<file path="src/rtl/rx_ram_pkg.sv">
// Shared types and default sizing for the receive-side buffer.
package rx_ram_pkg;

  localparam int DEF_WIDTH      = 8;
  localparam int DEF_ADDR_WIDTH = 3;

  typedef enum logic [1:0] {
    IDLE = 2'd0,
    RECV = 2'd1,
    DONE = 2'd2
  } state_e;

endpackage

</file>
<file path="src/rtl/rx_ram_mem.sv">
// DEPTH x WIDTH storage: one synchronous write port, one registered read port.
// Define RX_RAM_BYPASS_EN for write-first behaviour on a same-address collision.
module rx_ram_mem #(
  parameter int WIDTH      = 8,
  parameter int ADDR_WIDTH = 3
) (
  input  logic                  clk_i,
  input  logic                  rst_n_i,
  input  logic                  we_i,
  input  logic [ADDR_WIDTH-1:0] waddr_i,
  input  logic [WIDTH-1:0]      wdata_i,
  input  logic [ADDR_WIDTH-1:0] raddr_i,
  output logic [WIDTH-1:0]      rdata_o
);

  localparam int DEPTH = 1 << ADDR_WIDTH;

  logic [WIDTH-1:0] mem_q [DEPTH];
  logic [WIDTH-1:0] rd_q;

  // Storage is deliberately not reset.
  always_ff @(posedge clk_i) begin
    if (we_i) mem_q[waddr_i] <= wdata_i;
  end

  always_ff @(posedge clk_i) begin
    if (!rst_n_i) begin
      rd_q <= '0;
    end else begin
`ifdef RX_RAM_BYPASS_EN
      if (we_i && (waddr_i == raddr_i)) rd_q <= wdata_i;
      else                              rd_q <= mem_q[raddr_i];
`else
      rd_q <= mem_q[raddr_i];
`endif
    end
  end

  assign rdata_o = rd_q;

endmodule

</file>
<file path="src/rtl/rx_ram.sv">
// Receive buffer: streams words via valid/ready into consecutive wrapping
// addresses from base_addr, pulses done after xfer_len words.
// Collision read behaviour selected by RX_RAM_BYPASS_EN (see rx_ram_mem).
module rx_ram
  import rx_ram_pkg::*;
#(
  parameter int WIDTH      = DEF_WIDTH,
  parameter int ADDR_WIDTH = DEF_ADDR_WIDTH
) (
  input  logic                  clk,
  input  logic                  rst_n,
  input  logic                  start,
  input  logic [ADDR_WIDTH-1:0] base_addr,
  input  logic [ADDR_WIDTH:0]   xfer_len,
  input  logic                  rx_valid,
  input  logic [WIDTH-1:0]      rx_data,
  output logic                  rx_ready,
  output logic                  busy,
  output logic                  done,
  output logic [ADDR_WIDTH:0]   wr_count,
  input  logic [ADDR_WIDTH-1:0] rd_addr,
  output logic [WIDTH-1:0]      rd_data
);

  localparam logic [ADDR_WIDTH:0] DEPTH_L = {1'b1, {ADDR_WIDTH{1'b0}}};

  state_e                state_q, state_d;
  logic [ADDR_WIDTH-1:0] wr_ptr_q, wr_ptr_d;
  logic [ADDR_WIDTH:0]   len_q, len_d;
  logic [ADDR_WIDTH:0]   cnt_q, cnt_d;
  logic                  wr_en;

  always_comb begin
    state_d  = state_q;
    wr_ptr_d = wr_ptr_q;
    len_d    = len_q;
    cnt_d    = cnt_q;
    wr_en    = 1'b0;
    case (state_q)
      IDLE: begin
        if (start) begin
          wr_ptr_d = base_addr;
          len_d    = (xfer_len > DEPTH_L) ? DEPTH_L : xfer_len;
          cnt_d    = '0;
          state_d  = (xfer_len != '0) ? RECV : DONE;
        end
      end
      RECV: begin
        if (rx_valid) begin
          wr_en    = 1'b1;
          wr_ptr_d = wr_ptr_q + 1'b1;
          cnt_d    = cnt_q + 1'b1;
          if (cnt_d == len_q) state_d = DONE;
        end
      end
      DONE:    state_d = IDLE;
      default: state_d = IDLE;
    endcase
  end

  always_ff @(posedge clk) begin
    if (!rst_n) begin
      state_q  <= IDLE;
      wr_ptr_q <= '0;
      len_q    <= '0;
      cnt_q    <= '0;
    end else begin
      state_q  <= state_d;
      wr_ptr_q <= wr_ptr_d;
      len_q    <= len_d;
      cnt_q    <= cnt_d;
    end
  end

  // Handshake outputs decode the registered state only.
  assign rx_ready = (state_q == RECV);
  assign busy     = (state_q != IDLE);
  assign done     = (state_q == DONE);
  assign wr_count = cnt_q;

  // A beat arriving on the reset edge is dropped.
  rx_ram_mem #(
    .WIDTH      (WIDTH),
    .ADDR_WIDTH (ADDR_WIDTH)
  ) u_mem (
    .clk_i   (clk),
    .rst_n_i (rst_n),
    .we_i    (wr_en & rst_n),
    .waddr_i (wr_ptr_q),
    .wdata_i (rx_data),
    .raddr_i (rd_addr),
    .rdata_o (rd_data)
  );

endmodule

</file>
<file path="config.mk">
export PLATFORM = sky130hd
export DESIGN_NAME = rx_ram
export DESIGN_NICKNAME = d
export VERILOG_FILES = /design/src/rtl/rx_ram_pkg.sv /design/src/rtl/rx_ram_mem.sv /design/src/rtl/rx_ram.sv
export SDC_FILE = /design/constraint.sdc
export NUM_CORES = 1
export LEC_CHECK = 0
export BUFFER_PORTS_ARGS = -buffer_cell sky130_fd_sc_hd__buf_2
export CAP_MARGIN = 40
export CELL_PAD_IN_SITES_DETAIL_PLACEMENT = 0
export CELL_PAD_IN_SITES_GLOBAL_PLACEMENT = 1
export CORE_MARGIN = 3
export CORE_UTILIZATION = 35
export DETAILED_ROUTE_END_ITERATION = 10
export PLACE_DENSITY = 0.58
export SLEW_MARGIN = 0
export SYNTH_ARGS = -nofsm -noshare
export SYNTH_HDL_FRONTEND = slang
export SYNTH_SLANG_ARGS = --single-unit
export TNS_END_PERCENT = 100
</file>
<file path="constraint.sdc">
create_clock -name clk -period 2.4 [get_ports clk]
set_input_delay 0.48 -clock clk [delete_from_list [all_inputs] [get_ports clk]]
set_output_delay 0.48 -clock clk [all_outputs]
set_load 0.03 [all_outputs]
</file>
==> flow_summary.ini, run 1 <==
[worst_setup_path]
cp-start-kind = flop
worst_setup_path_end_kind = primary output
timing_worst_setup_path_type = reg2out
cp.arrival_ns = 1.57
cpMaxStageDelayCell = nor2b_1
cpPeakStageDelay_ns = 0.48
r2r_start = state_q[0]$_SDFFE_PN0P_
worstPathCellList = nor2b_1 > buf_2
r2r_end = u_mem.mem_q[1][6]$_DFFE_PP_
critPathMaxFanout = 7
rr_worst_depth = 4
worst-path-buf-inv = 1
path_delay_family = simple AND/OR/NAND/NOR gates
required_ns = 1.92
timing.reg2reg.setup_slack_ns = 0.69

[routing]
via_per_inst = 4.735
drc = 0
drtPass1Iterations = 4
drt_iter0_drc = 167
drt_wl_total_um = 6546
wl_per_cell_um = 16.83
antenna_left = 0
vias = 1842

[synthesis]
syn_nets = 231
synth_top_area_share_pct = 55.92
netlist_area_sq_um = 3437
avgSynthCellArea_sq_um = 16.60
synth-seq-cells = 85
yosysWarnings = 0
yosys.area.top_type = edfxtp_1
synth_cell_types = 39
netlist_instances = 207
yosysSeqAreaShare_pct = 68.15
synth_area_leaders = edfxtp_1 56%, dfxtp_1 12%, mux4_2 6.6%

[power_and_ir_drop]
p_sw_share_pct = 24.00
p_int_mw = 2.199
pwr-share-seq_pct = 56.1
leakage_nw = 1.474
p_total_mw = 2.894
power.density_nw_per_um2 = 724.4
combPwrFrac_pct = 8.0
ir_drop_mv = 0.3103
power.switching_mw = 0.6947
clock_power_share_pct = 35.8

[floorplan]
core_sq_um = 9371
fp.dieH_um = 105.1
die_area_sq_um = 11050
start_util_pct = 36.68
fp.dieW_um = 105.1
pin_count = 37
num_rows = 35

[timing]
period_share_pct = 85.22
layout_setup_ws_ns = 0.3547
finClkSkew_ns = 0.009427
final-setup-viol-count = 0
relSlewSlack_pct = 65.40
hold_violations = 0
fmax_mhz = 488.9
worst_slew_pin_slew_ns = 0.5168
tns_ns = 0
fin_crit_ns = 2.045
rsz0062_at_grt = false
slew_viol_final = 0

[hold_path]
hp-start = rx_data[3]
whs_path_depth = 1
hold_class = in2reg
worstHoldEndpoint = u_mem.mem_q[7][3]$_DFFE_PP_

[place]
dpl.cell_count = 373
placed_area_sq_um = 3790
place_hpwl_um = 4199
routabilityCongestion = 0.7163
io_buffers = 36
place_worst_setup_slack_ns = 0.5290

[clocking]
cts_setup_buffers = 0
path_clk_slew_ns = 0.09
cts-root-buf = clkbuf_8
cts_sinks = 85
cts_tree = built
hold_buffers = 0
htreeDepth = 3
cts_buffers = 9
clockBufferDepth = 2
cts_resized = 0
insertion_delay_ns = 0.35

[grt]
overflow = 0
grt_max_degree = 23
grt_pass1_vias = 1807
antenna_found_initial = 0
grt_pass1_wl_um = 10320
grt_usage_pct = 12.62

[final_layout]
postLayoutCellArea_sq_um = 3995
final_nets = 279
stdcell_count = 389
multiInputGateArea_sq_um = 1020
drive_gt1_share_pct = 30.38
diodes = 0
seqCellArea_sq_um = 2342
fillers = 885
syn2layout_area_growth_pct = 16.24

[job]
max_cap_violations = 0

[status]
outcome = finished clean
==> how the worst max path moves through the flow <==
stage,from,to,slack (ns),cells after the start
6_report,state_q[0]$_SDFFE_PN0P_,rx_ready,0.35,2
5_1_grt,state_q[0]$_SDFFE_PN0P_,rx_ready,0.25,2
4_1_cts,state_q[0]$_SDFFE_PN0P_,rx_ready,0.31,2
3_5_place_dp,rd_addr[0],u_mem.rdata_o[6]$_SDFF_PN0_,0.53,5
3_3_place_gp,rd_addr[0],u_mem.rdata_o[6]$_SDFF_PN0_,0.52,5
2_1_floorplan,rx_valid,u_mem.mem_q[1][0]$_DFFE_PP_,0.49,4
==> cells in the mapped netlist <==
master,instances
nor2_4,1
and3_1,1
mux4_1,6
nand3_1,3
o221a_2,1
a21boi_0,6
a21boi_1,2
nor3_1,3
nand2_2,1
mux4_2,10
xor2_1,3
buf_4,1
nand3b_1,6
a31oi_1,1
buf_6,1
or2_2,1
dfxtp_1,21
buf_2,5
mux2_2,1
nand2_1,11
ha_1,2
a41o_1,1
o21ai_0,4
nand2b_1,3
a21oi_1,1
clkbuf_1,2
o21a_1,1
nor2_1,12
inv_1,1
nor4_1,1
buf_12,1
nor2b_1,13
o211a_1,1
nor3b_2,1
and3b_1,1
mux2i_1,9
xnor2_1,3
edfxtp_1,64
or3b_1,1
==> sequential cells by signal, summed over array words and instances, names as in the netlist <==
name,count
wr_count,4
u_mem.mem_q,64
len_q,4
wr_ptr_q,3
state_q,2
u_mem.rdata_o,8
==> area by class of cell <==
| cell class | instances | area share (%) |
|---|---|---|
| inverter | 1 | 0.09396 |
| tap | 129 | 4.040 |
| clock inverter | 7 | 2.036 |
| multi-input combinational | 111 | 25.52 |
| timing repair buffer | 47 | 6.577 |
| sequential | 85 | 58.63 |
| clock buffer | 9 | 3.101 |
==> kinds of logic (layout without fill, tap and decap cells) <==
| family | count (synthesis) | in the layout | share of synthesized area, % |
|---|---|---|---|
| mux | 26 | 26 | 14.09 |
| fa+ha+maj | 2 | 2 | 0.7280 |
| simple gates | 59 | 59 | 9.538 |
| xor+xnor | 6 | 6 | 1.529 |
| flops | 85 | 85 | 68.15 |
| buf+inv | 11 | 64 | 2.184 |
| compound gates | 18 | 18 | 3.786 |
==> layout by cell type (no fill, tap or decap), types with 2 or more instances in the layout <==
| master | instances |
|---|---|
| a21boi_0 | 6 |
| a21boi_1 | 2 |
| buf_2 | 36 |
| buf_4 | 11 |
| clkbuf_8 | 9 |
| clkinv_4 | 2 |
| dfxtp_1 | 21 |
| edfxtp_1 | 64 |
| ha_1 | 2 |
| inv_6 | 2 |
| mux2i_1 | 9 |
| mux4_1 | 6 |
| mux4_2 | 10 |
| nand2_1 | 11 |
| nand2b_1 | 3 |
| nand3_1 | 3 |
| nand3b_1 | 6 |
| nor2_1 | 12 |
| nor2b_1 | 13 |
| nor3_1 | 3 |
| o21ai_0 | 4 |
| xnor2_1 | 3 |
| xor2_1 | 3 |
==> metal layers <==
| layer | GRT usage, % | up-vias | wire length [um] |
|---|---|---|---|
| li1 | - | 894 | - |
| met1 | 18.28 | 904 | 3221 |
| met2 | 18.29 | 32 | 2982 |
| met3 | 2.409 | 12 | 207 |
| met4 | 5.904 | 0 | 135 |
| met5 | 0 | - | 0 |
==> through the flow <==
step,util [%],hold slack [ns]
detailed placement,40.44,0.4714
floorplan,-,0.4526
global placement,40.44,0.4667
CTS,42.63,0.3820
global route,42.63,0.3946
finish,42.63,0.3948
==> power groups by stage <==
stage | clock network [mW] | logic, mW | registers, mW
global route | 1.13 | 0.258 | 1.63
detailed placement | 0 | 0.236 | 1.66
CTS | 1.08 | 0.237 | 1.63
floorplan | 0 | 0.142 | 1.68
finish | 1.04 | 0.232 | 1.62
global placement | 0 | 0.237 | 1.66
(Power assumes the default switching activity.)
==> run 2, diff against run 1 <==
Settings changed: GPL_TIMING_DRIVEN set to 0, SLEW_MARGIN 0 to 20.
==> flow_summary.ini, run 2 (synthesis results as in run 1) <==
[clocking]
clockBufferDepth = 2
cts_tree = built
cts_sinks = 85
htreeDepth = 3
path_clk_slew_ns = 0.09
cts_resized = 0
insertion_delay_ns = 0.35
cts_setup_buffers = 0
cts-root-buf = clkbuf_8
hold_buffers = 0
cts_buffers = 9

[worst_setup_path]
timing_worst_setup_path_type = reg2reg
cpMaxStageDelayCell = nor2_1
r2r_start = state_q[0]$_SDFFE_PN0P_
cp-startpoint = state_q[0]$_SDFFE_PN0P_
worst_setup_path_end_kind = flop
cp-start-kind = flop
cpPeakStageDelay_ns = 0.51
cp.arrival_ns = 2.09
worstPathCellList = and3b_1 > buf_2 > nand3b_1 > nor2_1 > buf_4
required_ns = 2.46
critPathMaxFanout = 7

[timing]
fin_crit_ns = 2.030
finClkSkew_ns = 0.01019
final-setup-viol-count = 0
period_share_pct = 84.57
finalHoldWorstSlack_ns = 0.4001
rsz0062_at_grt = false
hold_violations = 0
fmax_mhz = 492.7
layout_setup_ws_ns = 0.3703
slew_viol_final = 0
relSlewSlack_pct = 52.95
worst_slew_pin_slew_ns = 0.7032

[routing]
drt_iter0_drc = 96
drt_wl_total_um = 6582
wl_per_cell_um = 16.79
antenna_left = 0
drtPass1Iterations = 4
drc = 0
vias = 1834
via_per_inst = 4.679

[final_layout]
fillers = 888
fin_util_pct = 42.79
postLayoutCellArea_sq_um = 4010
stdcell_count = 392
largest_reg_flops = 64
largest-register = u_mem.mem_q
final_common_cell = edfxtp_1
diodes = 0
drive_gt1_share_pct = 30.80
final_nets = 282
final_cell_mix = 64 x edfxtp_1, 38 x buf_2, 21 x dfxtp_1
syn2layout_area_growth_pct = 16.67

[floorplan]
core_sq_um = 9371
fp.dieH_um = 105.1
fp.dieW_um = 105.1
pin_count = 37
die_area_sq_um = 11050
start_util_pct = 36.68
num_rows = 35

[grt]
overflow = 0
grt_usage_pct = 12.63
grt_max_degree = 17
grt_pass1_vias = 1852
grt_pass1_wl_um = 10350
antenna_found_initial = 0

[power_and_ir_drop]
ir_drop_mv = 0.3176
power.density_nw_per_um2 = 696.8
leakage_nw = 1.474

[hold_path]
hp-start = rx_data[0]
hold_class = in2reg

[place]
io_buffers = 33
routabilityCongestion = 0.6759
place_worst_setup_slack_ns = 0.1977
place_hpwl_um = 4584
dpl.cell_count = 374
placed_area_sq_um = 3815

[status]
outcome = finished clean

[job]
max_cap_violations = 0
==> run 2: final timing paths <==
kind | endpoint | slack (ns) | cells past startpoint
hold reg to reg | len_q[3]$_SDFFE_PN0P_ | 0.49 | 2
setup / recovery | u_mem.mem_q[4][6]$_DFFE_PP_ | 0.37 | 5
setup reg to reg | u_mem.mem_q[4][6]$_DFFE_PP_ | 0.37 | 5
hold / removal | u_mem.mem_q[6][0]$_DFFE_PP_ | 0.40 | 1
==> run 2: power by group <==
| group | internal [mW] | switching [mW] |
|---|---|---|
| Clock | 0.389 | 0.542 |
| Combinational | 0.102 | 0.136 |
| Sequential | 1.60 | 0.0205 |
==> run 2: area by class of cell <==
cell class | instances | area, sq um | share of cell area, %
plain buffers | 10 | 71.32 | 1.778
inverters | 1 | 3.754 | 0.09360
well taps | 129 | 161.4 | 4.025
repair buffers | 40 | 221.5 | 5.523
multi-input cells | 111 | 1030 | 25.68
clock buffers | 9 | 123.9 | 3.089
flip-flops and latches | 85 | 2342 | 58.41
clock inverters | 7 | 56.30 | 1.404
==> run 2: layer usage <==
metal	GRT usage, %	share of wire [%]	up-vias	routed length (um)
met2	19.52	47	35	3115
met4	5.248	1.2	0	78
met5	0	0	-	0
li1	-	-	896	-
met1	17.28	47	898	3102
met3	2.718	4.3	5	286
==> run 2: critical path, delay by kind of cell (launching register included) <==
| family | cells | cell delay (ns) |
|---|---|---|
| buffers and inverters | 2 | 0.46 |
| DFF | 1 | 0.42 |
| and+or+nand+nor | 3 | 0.87 |
==> run 2: per-stage QoR <==
step           TNS, ns  power [mW]
6_report             0       2.794
5_1_grt              0       2.922
4_1_cts              0       2.834
3_5_place_dp         0       1.902
3_3_place_gp    -4.040       1.898
2_1_floorplan        0       1.818
